[config.mk]
export PLATFORM = sky130hd
export DESIGN_NAME = glb_arbiter
export DESIGN_NICKNAME = d
export VERILOG_FILES = /design/src/rtl/glb_arb_pkg.sv /design/src/rtl/glb_arbiter_rr_priority_picker.sv /design/src/rtl/glb_arbiter.sv
export SDC_FILE = /design/constraint.sdc
export NUM_CORES = 1
export LEC_CHECK = 0
export BUFFER_PORTS_ARGS = -buffer_cell sky130_fd_sc_hd__clkbuf_2
export CAP_MARGIN = 25
export CORE_UTILIZATION = 40
export CTS_CLUSTER_DIAMETER = 40
export DETAILED_ROUTE_END_ITERATION = 12
export PLACE_DENSITY_LB_ADDON = 0.1
export SYNTH_ARGS = -nofsm -noshare
export SYNTH_HDL_FRONTEND = slang
export SYNTH_SLANG_ARGS = --single-unit
[constraint.sdc]
create_clock -name clk -period 3.6 [get_ports clk]
set_input_delay 0.36 -clock clk [delete_from_list [all_inputs] [get_ports clk]]
set_output_delay 0.36 -clock clk [all_outputs]
set_load 0.02 [all_outputs]
[src/rtl/glb_arb_pkg.sv]
// glb_arb_pkg: shared constants and types for the GLB arbiter.
//   NUM_REQ   - number of GLB requesters
//   REQ_ID_W  - width of an encoded requester ID
//   RD_LAT    - cycles from a read grant to rd_valid
//   req_id_e  - fixed requester slot assignment
package glb_arb_pkg;

    localparam int unsigned NUM_REQ  = 4;
    localparam int unsigned REQ_ID_W = 2;
    localparam int unsigned RD_LAT   = 2;

    typedef enum logic [REQ_ID_W-1:0] {
        REQ_LOADER = 2'd0,
        REQ_IFMAP  = 2'd1,
        REQ_FILTER = 2'd2,
        REQ_PSUM   = 2'd3
    } req_id_e;

endpackage

[src/rtl/glb_arbiter_rr_priority_picker.sv]
// rr_priority_picker: combinational round-robin selector.
//   req_i  - request vector
//   ptr_i  - highest-priority requester this cycle
//   gnt_o  - one-hot grant: first set request at or after ptr_i, scanning upward with wrap
//   id_o   - encoded index of gnt_o (0 when nothing requested)
//   any_o  - at least one request present
module rr_priority_picker
    import glb_arb_pkg::*;
#(
    parameter int unsigned NUM_REQ  = glb_arb_pkg::NUM_REQ,
    parameter int unsigned REQ_ID_W = glb_arb_pkg::REQ_ID_W
) (
    input  logic [NUM_REQ-1:0]  req_i,
    input  logic [REQ_ID_W-1:0] ptr_i,
    output logic [NUM_REQ-1:0]  gnt_o,
    output logic [REQ_ID_W-1:0] id_o,
    output logic                any_o
);

    int unsigned        idx;
    logic [REQ_ID_W-1:0] idx_w;

    always_comb begin
        gnt_o = '0;
        id_o  = '0;
        any_o = 1'b0;
        idx   = 0;
        idx_w = '0;
        for (int unsigned i = 0; i < NUM_REQ; i++) begin
            idx   = (32'(ptr_i) + i) % NUM_REQ;
            idx_w = idx[REQ_ID_W-1:0];
            // First hit in scan order wins; later hits are ignored.
            if (!any_o && req_i[idx_w]) begin
                any_o        = 1'b1;
                gnt_o[idx_w] = 1'b1;
                id_o         = idx_w;
            end
        end
    end

endmodule

[src/rtl/glb_arbiter.sv]
// glb_arbiter: round-robin sharing of the single-port GLB SRAM between requesters
// (loader, ifmap reader, filter reader, psum writer). One access per cycle.
//   clk, rstb            - clock, synchronous active-high reset
//   arb_en               - 0 blocks new grants
//   req/req_we           - per-requester request and write flag
//   req_addr/req_wdata   - flattened per-requester address / write data
//   req_lock             - (GLB_ARB_BURST_EN only) owner keeps the grant while set
//   gnt                  - combinational one-hot grant
//   glb_*                - registered SRAM command, issued the cycle after the grant
//   glb_rdata            - SRAM read data, valid the cycle after a read command
//   rd_valid/rd_id/rd_data - read return, RD_LAT cycles after the grant
// Build option: define GLB_ARB_BURST_EN to add req_lock burst ownership.
module glb_arbiter #(
    parameter int unsigned BITWIDTH        = 16,
    parameter int unsigned GLB_ADDR_LENGTH = 8,
    parameter int unsigned NUM_REQ         = glb_arb_pkg::NUM_REQ,
    parameter int unsigned REQ_ID_W        = glb_arb_pkg::REQ_ID_W
) (
    input  logic                                clk,
    input  logic                                rstb,
    input  logic                                arb_en,
    input  logic [NUM_REQ-1:0]                  req,
    input  logic [NUM_REQ-1:0]                  req_we,
`ifdef GLB_ARB_BURST_EN
    input  logic [NUM_REQ-1:0]                  req_lock,
`endif
    input  logic [NUM_REQ*GLB_ADDR_LENGTH-1:0]  req_addr,
    input  logic [NUM_REQ*BITWIDTH-1:0]         req_wdata,
    output logic [NUM_REQ-1:0]                  gnt,
    output logic                                rd_valid,
    output logic [REQ_ID_W-1:0]                 rd_id,
    output logic [BITWIDTH-1:0]                 rd_data,
    output logic [GLB_ADDR_LENGTH-1:0]          glb_addr,
    output logic [BITWIDTH-1:0]                 glb_wdata,
    output logic                                glb_cs,
    output logic                                glb_we,
    output logic                                glb_oe,
    input  logic [BITWIDTH-1:0]                 glb_rdata
);

    import glb_arb_pkg::*;

    logic [REQ_ID_W-1:0]        ptr_q, ptr_d;
    logic [NUM_REQ-1:0]         pick_gnt;
    logic [REQ_ID_W-1:0]        pick_id;
    logic                       pick_any;
    logic                       grant_en;
    logic                       sel_we;
    logic                       lock_hit;
    logic [GLB_ADDR_LENGTH-1:0] sel_addr;
    logic [BITWIDTH-1:0]        sel_wdata;

    logic [GLB_ADDR_LENGTH-1:0] glb_addr_q, glb_addr_d;
    logic [BITWIDTH-1:0]        glb_wdata_q, glb_wdata_d;
    logic                       glb_cs_q, glb_cs_d;
    logic                       glb_we_q, glb_we_d;
    logic                       glb_oe_q, glb_oe_d;

    // Read-return pipeline: stage RD_LAT-1 drives rd_valid/rd_id.
    logic [RD_LAT-1:0]          rd_vld_q;
    logic [REQ_ID_W-1:0]        rd_id_q [RD_LAT];
    logic                       rd_vld_d;

    rr_priority_picker #(
        .NUM_REQ  (NUM_REQ),
        .REQ_ID_W (REQ_ID_W)
    ) u_picker (
        .req_i (req),
        .ptr_i (ptr_q),
        .gnt_o (pick_gnt),
        .id_o  (pick_id),
        .any_o (pick_any)
    );

`ifdef GLB_ARB_BURST_EN
    // Holding the pointer on a locked owner makes it win the next scan too; once the lock
    // drops it still wins that scan once (final access), then the pointer moves on.
    assign lock_hit = req_lock[pick_id];
`else
    assign lock_hit = 1'b0;
`endif

    assign grant_en  = arb_en & ~rstb & pick_any;
    assign sel_we    = req_we[pick_id];
    assign sel_addr  = req_addr[pick_id*GLB_ADDR_LENGTH +: GLB_ADDR_LENGTH];
    assign sel_wdata = req_wdata[pick_id*BITWIDTH +: BITWIDTH];

    always_comb begin
        gnt         = '0;
        ptr_d       = ptr_q;
        glb_cs_d    = grant_en;
        glb_we_d    = grant_en & sel_we;
        glb_oe_d    = grant_en & ~sel_we;
        glb_addr_d  = glb_addr_q;
        glb_wdata_d = glb_wdata_q;
        rd_vld_d    = grant_en & ~sel_we;
        if (grant_en) begin
            gnt         = pick_gnt;
            glb_addr_d  = sel_addr;
            glb_wdata_d = sel_wdata;
            if (!lock_hit) begin
                ptr_d = (pick_id == REQ_ID_W'(NUM_REQ - 1)) ? '0 : pick_id + 1'b1;
            end
        end
    end

    always_ff @(posedge clk) begin
        if (rstb) begin
            ptr_q       <= '0;
            glb_addr_q  <= '0;
            glb_wdata_q <= '0;
            glb_cs_q    <= 1'b0;
            glb_we_q    <= 1'b0;
            glb_oe_q    <= 1'b0;
            rd_vld_q    <= '0;
            for (int unsigned i = 0; i < RD_LAT; i++) begin
                rd_id_q[i] <= '0;
            end
        end else begin
            ptr_q       <= ptr_d;
            glb_addr_q  <= glb_addr_d;
            glb_wdata_q <= glb_wdata_d;
            glb_cs_q    <= glb_cs_d;
            glb_we_q    <= glb_we_d;
            glb_oe_q    <= glb_oe_d;
            rd_vld_q[0] <= rd_vld_d;
            rd_id_q[0]  <= pick_id;
            for (int unsigned i = 1; i < RD_LAT; i++) begin
                rd_vld_q[i] <= rd_vld_q[i-1];
                rd_id_q[i]  <= rd_id_q[i-1];
            end
        end
    end

    assign glb_addr  = glb_addr_q;
    assign glb_wdata = glb_wdata_q;
    assign glb_cs    = glb_cs_q;
    assign glb_we    = glb_we_q;
    assign glb_oe    = glb_oe_q;
    assign rd_valid  = rd_vld_q[RD_LAT-1];
    assign rd_id     = rd_id_q[RD_LAT-1];
    assign rd_data   = glb_rdata;

endmodule

; After elaboration in Yosys (flattened, before gate mapping)
; Memories as Yosys holds them, arrays and structs flattened.
; Cells that the tools add are included.
[word_totals]
ramBits = 4
reg_bits = 31
n_memories = 1
[memory_table]
columns = memory, depth, width, rd, rd_ports_with_merged_regs, write_ports, line
row1 = rd_id_q, 2, 2, 2, 0, 2, glb_arbiter.sv:61  ; logic [REQ_ID_W-1:0] rd_id_q [RD_LAT];
[classes]
shifts = 2
addsub = 4
reduce_logical = 10
eq_ne = 1
n_mux = 37
magnitude_cmp = 9
bitwise_logic = 11
[ops]
columns = op, count
row1 = variable part select 64 x 7 -> 16 bit, 1
row2 = variable part select 32 x 6 -> 8 bit, 1
row3 = two-way mux 4 bit, 5
row4 = two-way mux 1 bit, 16
row5 = < comparator 2 x 3 -> 1 bit (second input constant), 5
row6 = two-way mux 2 bit, 7
row7 = OR 4 bit, 3
row8 = binary-select mux 1 bit (select 2 bit), 5
row9 = demux 1 bit (select 2 bit), 4
row10 = >= comparator 2 x 1 -> 1 bit (second input constant), 4
row11 = logical AND 1 bit, 7
row12 = adder 2 x 1 -> 2 bit (second input constant), 2
row13 = adder 2 bit (second input constant), 2
row14 = bitwise AND 1 bit, 4
row15 = zero test 1 bit, 3
row16 = equality test 2 bit (second input constant), 1
row17 = NOT 1 bit, 2
row18 = OR 1 bit, 2

; Depth between registers and ports, before layout
; Gate-level depths: netlist of the first run.
[depth]
word_depth = 16
ltp_mapped = 13

; Hierarchy
; Synthesis of the first run repeated with hierarchy kept, for this count alone.
[hier_totals]
hier_cells = 254
hier_area_um2 = 2403.6
[modules_own_cells]
columns = module, seq_area_each_um2, area_each_um2, cells_per_inst, n_inst
row1 = glb_arbiter, 680.7, 1984.4, 209, 1
row2 = rr_priority_picker, 0.0, 419.2, 45, 1

; Worst setup path before layout of the first run
; Ideal clock, no wire load.
[synth_path]
path_type = register to register
start = reg ptr_q[0]
end = reg glb_addr_q[0] (netlist: glb_addr[0])
setup_slack_ns = -0.075
setup_ns = 0.122
path_stages_with_launch = 14
period_less_slack_ns = 3.675
path_buffers = 5
arrival_time_ns = 3.553
t_required_ns = 3.478
path_cell_list = dfxtp_1 > buf_2 > buf_1 > inv_1 > ha_1 > clkbuf_1 > mux4_2 > nor2b_4 > or4_1 > buf_6 > nand2_8 > buf_6 > mux2_4 > a221o_1
[synth_via]
elab_chain_cells = 13
elab_cells_between_ends = 27
cone_classes = add/sub (3) / shift (1) / mux (16) / bitwise (1) / reduce/logical (6)
[synth_rtl]
columns = element, line
row1 = start: declaration, glb_arbiter.sv:43  ; logic [REQ_ID_W-1:0] ptr_q, ptr_d;
row2 = start signal: assignment, glb_arbiter.sv:120  ; ptr_q <= ptr_d;
row3 = "parallel branches: the longest is 13 deep, another holds adder 2 x 1 -> 2 bit", -
row4 = end signal: assignment, glb_arbiter.sv:121  ; glb_addr_q <= glb_addr_d;
row5 = end: declaration, glb_arbiter.sv:53  ; logic [GLB_ADDR_LENGTH-1:0] glb_addr_q, glb_addr_d;
; Parallel ways; which one is timed is not known. The select of a mux whose other input is x is not followed.
; A chain may end at the register's enable or synchronous reset.

; Worst setup path in the final report of the first run
[layout_path]
start = reg ptr_q[1]
end = reg glb_wdata_q[7] (netlist: glb_wdata[7])
[layout_via]
elab_chain_cells = 13
elab_cells_between_ends = 27
cone_classes = add/sub (3) / shift (1) / mux (16) / bitwise (1) / reduce/logical (6)
[layout_rtl]
columns = element, line
row1 = "parallel branches: the longest is 13 deep, another holds adder 2 x 1 -> 2 bit", -
row2 = end signal: assignment, glb_arbiter.sv:122  ; glb_wdata_q <= glb_wdata_d;
row3 = end: declaration, glb_arbiter.sv:54  ; logic [BITWIDTH-1:0] glb_wdata_q, glb_wdata_d;
; Parallel ways; which one is timed is not known. The select of a mux whose other input is x is not followed.

==> results.toml, run 1 <==
[setup_path]
crit_arrival_ns = 3.31
crit_family = "simple AND/OR/NAND/NOR gates"
worst-path-buf-inv = 1
cp.required_ns = 3.76
cpPeakStageDelay_ns = 0.54
worstSetupEndpointType = "flop"
worstPathCellList = "inv_1, ha_1, mux4_2, nor2_1, or4_1, nand2_8, mux2_2, a221o_1"
worst_path_max_delay_cell = "or4_1"
crit_type = "reg -> reg"
cp-start-kind = "flop"
path_max_fanout = 24

[timing]
finalMaxSlewViolations = 0
tightest_slew_ns = 0.771
rsz0062_at_grt = "false"
maxSlewHeadroom_pct = 48.6
tns_ns = 0
period_needed_ns = 3.15
max_freq_mhz = 318
final-hold-violation-count = 0
finClkSkew_ns = 0.00785
setup_viol = 0
finalCritPeriodShare_pct = 87.4

[floorplanning]
die_area_um2 = 7800
dieHeight_um = 88.3
core_area_um2 = 7210
rows = 31
io_pins = 173
initial_core_util_pct = 41.3
chipWidth_um = 88.3

[clocking]
cts_made_buffers = 5
cts_resized = 0
cts_root_buf = "clkbuf_8"
clock_latency_ns = 0.28
clock-sinks = 34
post_cts_buffers = 0
cts_max_level = 2
ctsHoldBuffers = 0
path_clk_slew_ns = 0.07
cts_tree = "yes"
clock_path_buffers = 2

[finish]
n_antenna_cell = 0
drive_above_1_share_pct = 42.6
area_growth_pct = 25.0
layout.nets = 601
num-fill-cells = 718

[synth]
syn_nets = 491
ys_warn_count = 0
ys_seq_elements = 34
ys_top_cells_by_area = "dfxtp_1 23%, mux2_4 9.1%, nor2_1 8.2%"
synth-async-reset-ratio_pct = 0
synth_edf_count = 0
ys_top_cells_by_count = "65 x nor2_1, 34 x dfxtp_1, 24 x nand2b_1, 24 x o22ai_1"
synthesis.area_um2 = 2980
ys_seq_area_share_pct = 22.8
syn-instance-count = 360
synth_area_per_cell_um2 = 8.28
synth_cell_types = 47
synth.most_common_cell = "nor2_1"
synth_ff_type = "dfxtp_1"
synth_top_cell_by_area = "dfxtp_1"
synth_top_cell_area_share_pct = 22.8

[route]
num_vias = 3115
postRouteAntennaNets = 0
drt_wl_total_um = 9000
drt_iter0_markers = 166
dr.pass1.iters = 4
drc = 0
routedWlPerCell_um = 15.8
vias_per_cell = 5.48

[pwr]
power.internal_uw = 1090
irDropWorstVdd_mv = 0.297
swShare_pct = 42.7
switchingPower_uw = 813
power_uw = 1900
seqPwrFrac_pct = 26.0
clkPwrFrac_pct = 14.8
combPwrFrac_pct = 59.2
p_per_area_nw_per_um2 = 511
p_leak_uw = 0.00172

[placed_design]
io_buffers = 140
post-dp-hpwl_um = 6470
place_congestion = 0.831

[hold_path]
hp-class = "in -> reg"

[grt]
grt_util_all_layers_pct = 22.0
grt_pass1_vias = 2787
grt_pass1_wl_um = 13400
antenna_found_initial = 0
grt_overflow = 0
grt_max_degree = 32

[outcome]
run_status = "finished, final reports clean"

[flow_run]
drv_cap = 0
-- cells in the final DEF, fill, tap and decap left out, types with 3 or more instances in the layout --
cell / n
clkbuf_2: 140
nor2_1: 63
dfxtp_1: 33
nand2b_1: 24
o22ai_1: 24
nor4_1: 22
a221o_1: 22
mux2_4: 18
buf_4: 13
nand2_1: 9
mux2_2: 8
ha_1: 8
inv_1: 7
mux2i_1: 6
a21oi_1: 6
nor2b_1: 6
clkbuf_8: 6
a22oi_1: 5
a221oi_1: 5
mux4_2: 4
o21ai_0: 3
o211ai_1: 3
-- cell type report --
| type | instances | area, um^2 | area share (%) |
|---|---|---|---|
| clock buffer | 6 | 82.6 | 2.22 |
| multi-input combinational | 268 | 2000 | 53.6 |
| tap | 99 | 124 | 3.32 |
| sequential | 34 | 682 | 18.3 |
| timing repair buffer | 154 | 813 | 21.8 |
| inverter | 7 | 26.3 | 0.705 |
-- power groups by stage --
stage	combinational, uW	sequential [uW]	clock [uW]
after floorplan	789	575	0
after global placement	1100	502	0
after detailed placement	1120	503	0
after CTS	1130	495	298
after global routing	1220	506	305
final	1130	495	282
-- worst paths after layout --
kind | start | to | slack (ns) | depth (start not counted)
worst min-delay path | rstb | rd_id_q[0][1] | 0.41 | 2
worst max register to register | ptr_q[1] | glb_wdata[7] | 0.45 | 8
worst min register to register | rd_id_q[0][0] | rd_id_q[0][2] | 0.45 | 1
worst max-delay path | ptr_q[1] | glb_wdata[7] | 0.45 | 8
-- flip-flops by register name (all words and copies together), names as in the netlist --
signal / cells
rd_vld_q: 2
ptr_q: 2
glb_addr: 8
rd_id_q: 4
glb_we: 1
glb_wdata: 16
glb_cs: 1
-- metal layers --
metal / global-route usage, % / vias to the layer above / share of wire, %
met3: 3.36 / 13 / 6.8
met4: 6.60 / 0 / 1.2
li1: - / 1533 / -
met2: 37.6 / 117 / 47
met1: 28.5 / 1452 / 45
met5: 0 / - / 0
-- kinds of logic after synthesis --
logic type,after synthesis,synth area share (%)
compound gates,84,21.9
fa+ha+maj,8,3.36
xor+xnor,1,0.294
mux,36,17.1
buf+inv,58,10.7
simple gates,139,23.8
flops,34,22.8
-- stage by stage --
| step | cell area, um^2 | hold slack [ns] | std cells | worst slack [ns] | utilization [%] |
|---|---|---|---|---|---|
| global route | 3730 | 0.426 | 568 | 0.276 | 51.7 |
| finish | 3730 | 0.405 | 568 | 0.452 | 51.7 |
| detailed placement | 3630 | 0.432 | 561 | 0.470 | 50.3 |
| global placement | 3630 | 0.432 | 561 | 0.542 | 50.3 |
| floorplan | 2980 | 0.414 | 360 | 0.112 | - |
| CTS | 3710 | 0.401 | 567 | 0.439 | 51.5 |
Power figures use the tool's default switching activity.
==> run 2, diff against run 1 <==
- PLACE_DENSITY: unset -> 0.77
- PLACE_DENSITY_LB_ADDON: 0.1 -> unset
==> run 2 against run 1 <==
Effect of this change: via count rose by 3.1%; worst setup slack got worse by 0.17 ns; worst hold slack got worse by 0.028 ns; final area fell by 0.37%; clock skew fell by 0.00085 ns; clock power rose by 7%; die area did not move; largest power group unchanged; sequential share of layout area rose by 0.068 points; cell count did not move; non-clock buffer count fell by 2.
==> results.toml, run 2 (synthesized netlist as in run 1, its figures left out) <==
[outcome]
run_status = "finished, final reports clean"

[setup_path]
worstPathCellList = "inv_1, ha_1, mux4_2, nor2_1, or4_1, nand2_8, mux2_2, a221o_1"
reg2reg_from = "ptr_q[1]"
worstSetupEndpointType = "flop"
path_max_fanout = 24
r2r-end = "glb_wdata[4]"
cp-start-kind = "flop"
cpPeakStageDelay_ns = 0.56
worst_path_max_delay_cell = "dfxtp_1"
crit_type = "reg -> reg"
crit_arrival_ns = 3.50
cp.required_ns = 3.78
r2r_slack_ns = 0.28
ff2ff_path_depth = 8

[timing]
tightest_slew_ns = 0.690
max_freq_mhz = 301
rsz0062_at_grt = "false"
finClkSkew_ns = 0.00699
finalCritPeriodShare_pct = 92.2
finalMaxSlewViolations = 0
final-hold-violation-count = 0
whs_ns = 0.377
tns_ns = 0
maxSlewHeadroom_pct = 53.4
setup_viol = 0
period_needed_ns = 3.32

[floorplanning]
io_pins = 173
chipWidth_um = 88.3
rows = 31
core_area_um2 = 7210
initial_core_util_pct = 41.3
die_area_um2 = 7800
dieHeight_um = 88.3

[placed_design]
post-dp-hpwl_um = 6850
io_buffers = 140
placed_area_um2 = 3620
place_congestion = 0.854

[finish]
num-fill-cells = 705
layout.nets = 599
final_common_cell = "clkbuf_2"
final_area_um2 = 3710
area_growth_pct = 24.5
n_antenna_cell = 0
most-common-layout-cells = "140 x clkbuf_2, 63 x nor2_1, 33 x dfxtp_1, 24 x nand2b_1, 24 x o22ai_1"
drive_above_1_share_pct = 42.4
post-route-util_pct = 51.5
largest_reg_flops = 16

[pwr]
p_per_area_nw_per_um2 = 516
power_uw = 1920
irDropWorstVdd_mv = 0.276
p_leak_uw = 0.00171

[clocking]
clock_path_buffers = 2
clock-sinks = 34
path_clk_slew_ns = 0.08
cts_tree = "yes"
post_cts_buffers = 0
cts_made_buffers = 5
cts_resized = 0
ctsHoldBuffers = 0
cts_max_level = 2
cts_root_buf = "clkbuf_8"
clock_latency_ns = 0.29

[hold_path]
min_delay_path_depth = 2
min-delay-start = "rstb"
hp-class = "in -> reg"
holdPathEnd = "ptr_q[0]"

[route]
drt_iter0_markers = 201
drt_wl_total_um = 9270
routedWlPerCell_um = 16.3
dr.pass1.iters = 5
num_vias = 3213
postRouteAntennaNets = 0
drc = 0
vias_per_cell = 5.66

[grt]
antenna_found_initial = 0
grt_max_degree = 39
grt_util_all_layers_pct = 22.9
grt_pass1_vias = 3033
grt_pass1_wl_um = 14000
grt_overflow = 0

[flow_run]
drv_cap = 0
==> run 2: cell types whose count changed in the layout (fill, tap and decap cells not counted) <==
| cell | delta |
|---|---|
| buf_4 | -1 |
| buf_8 | -1 |
| clkbuf_1 | +1 |
| clkinv_2 | +1 |
==> run 2: worst max-delay path, delay by kind of cell, from the launching register on <==
kind	cells	cell delay [ns]
muxes	2	0.75
buffers and inverters	1	0.16
AOI/OAI and AO/OA	1	0.32
and+or+nand+nor	3	0.94
DFF	1	0.56
adders and majority gates	1	0.47
==> run 2: power breakdown <==
part | switching, uW | internal (uW) | total (uW)
logic | 627 | 485 | 1110
clock network | 146 | 155 | 301
registers | 52.2 | 451 | 504
total | 826 | 1090 | 1920
==> run 2: routing by layer <==
metal  track usage [%]  vias up  wire, um
met3              6.90       22       793
li1                  -     1535         -
met1              27.1     1534      3690
met4              9.09        0       183
met5                 0        -         0
met2              38.6      122      4600
==> run 2: how the worst max path moves through the flow <==
stage               slack (ns)  depth (start not counted)     start            to
global placement          0.42                          8  ptr_q[1]  glb_wdata[6]
finish                    0.28                          8  ptr_q[1]  glb_wdata[4]
global route              0.06                          8  ptr_q[1]  glb_wdata[4]
CTS                       0.30                          8  ptr_q[1]  glb_wdata[4]
floorplan                 0.11                         13  ptr_q[0]   glb_addr[0]
detailed placement        0.30                          8  ptr_q[1]  glb_wdata[4]
==> run 2: through the flow <==
step	setup WS [ns]	cells
after global routing	0.0641	568
after global placement	0.424	560
after detailed placement	0.297	560
after floorplan	0.112	360
final	0.279	568
after CTS	0.298	568
==> run 2: area by class of cell <==
cell class                 count  area [um^2]  share of cell area, %
multi-input combinational    268         2000                   53.8
tap                           99          124                   3.34
sequential                    34          682                   18.4
timing repair buffer         152          791                   21.3
inverter                       7         26.3                  0.708
clock inverter                 1         5.00                  0.135
clock buffer                   7         86.3                   2.32
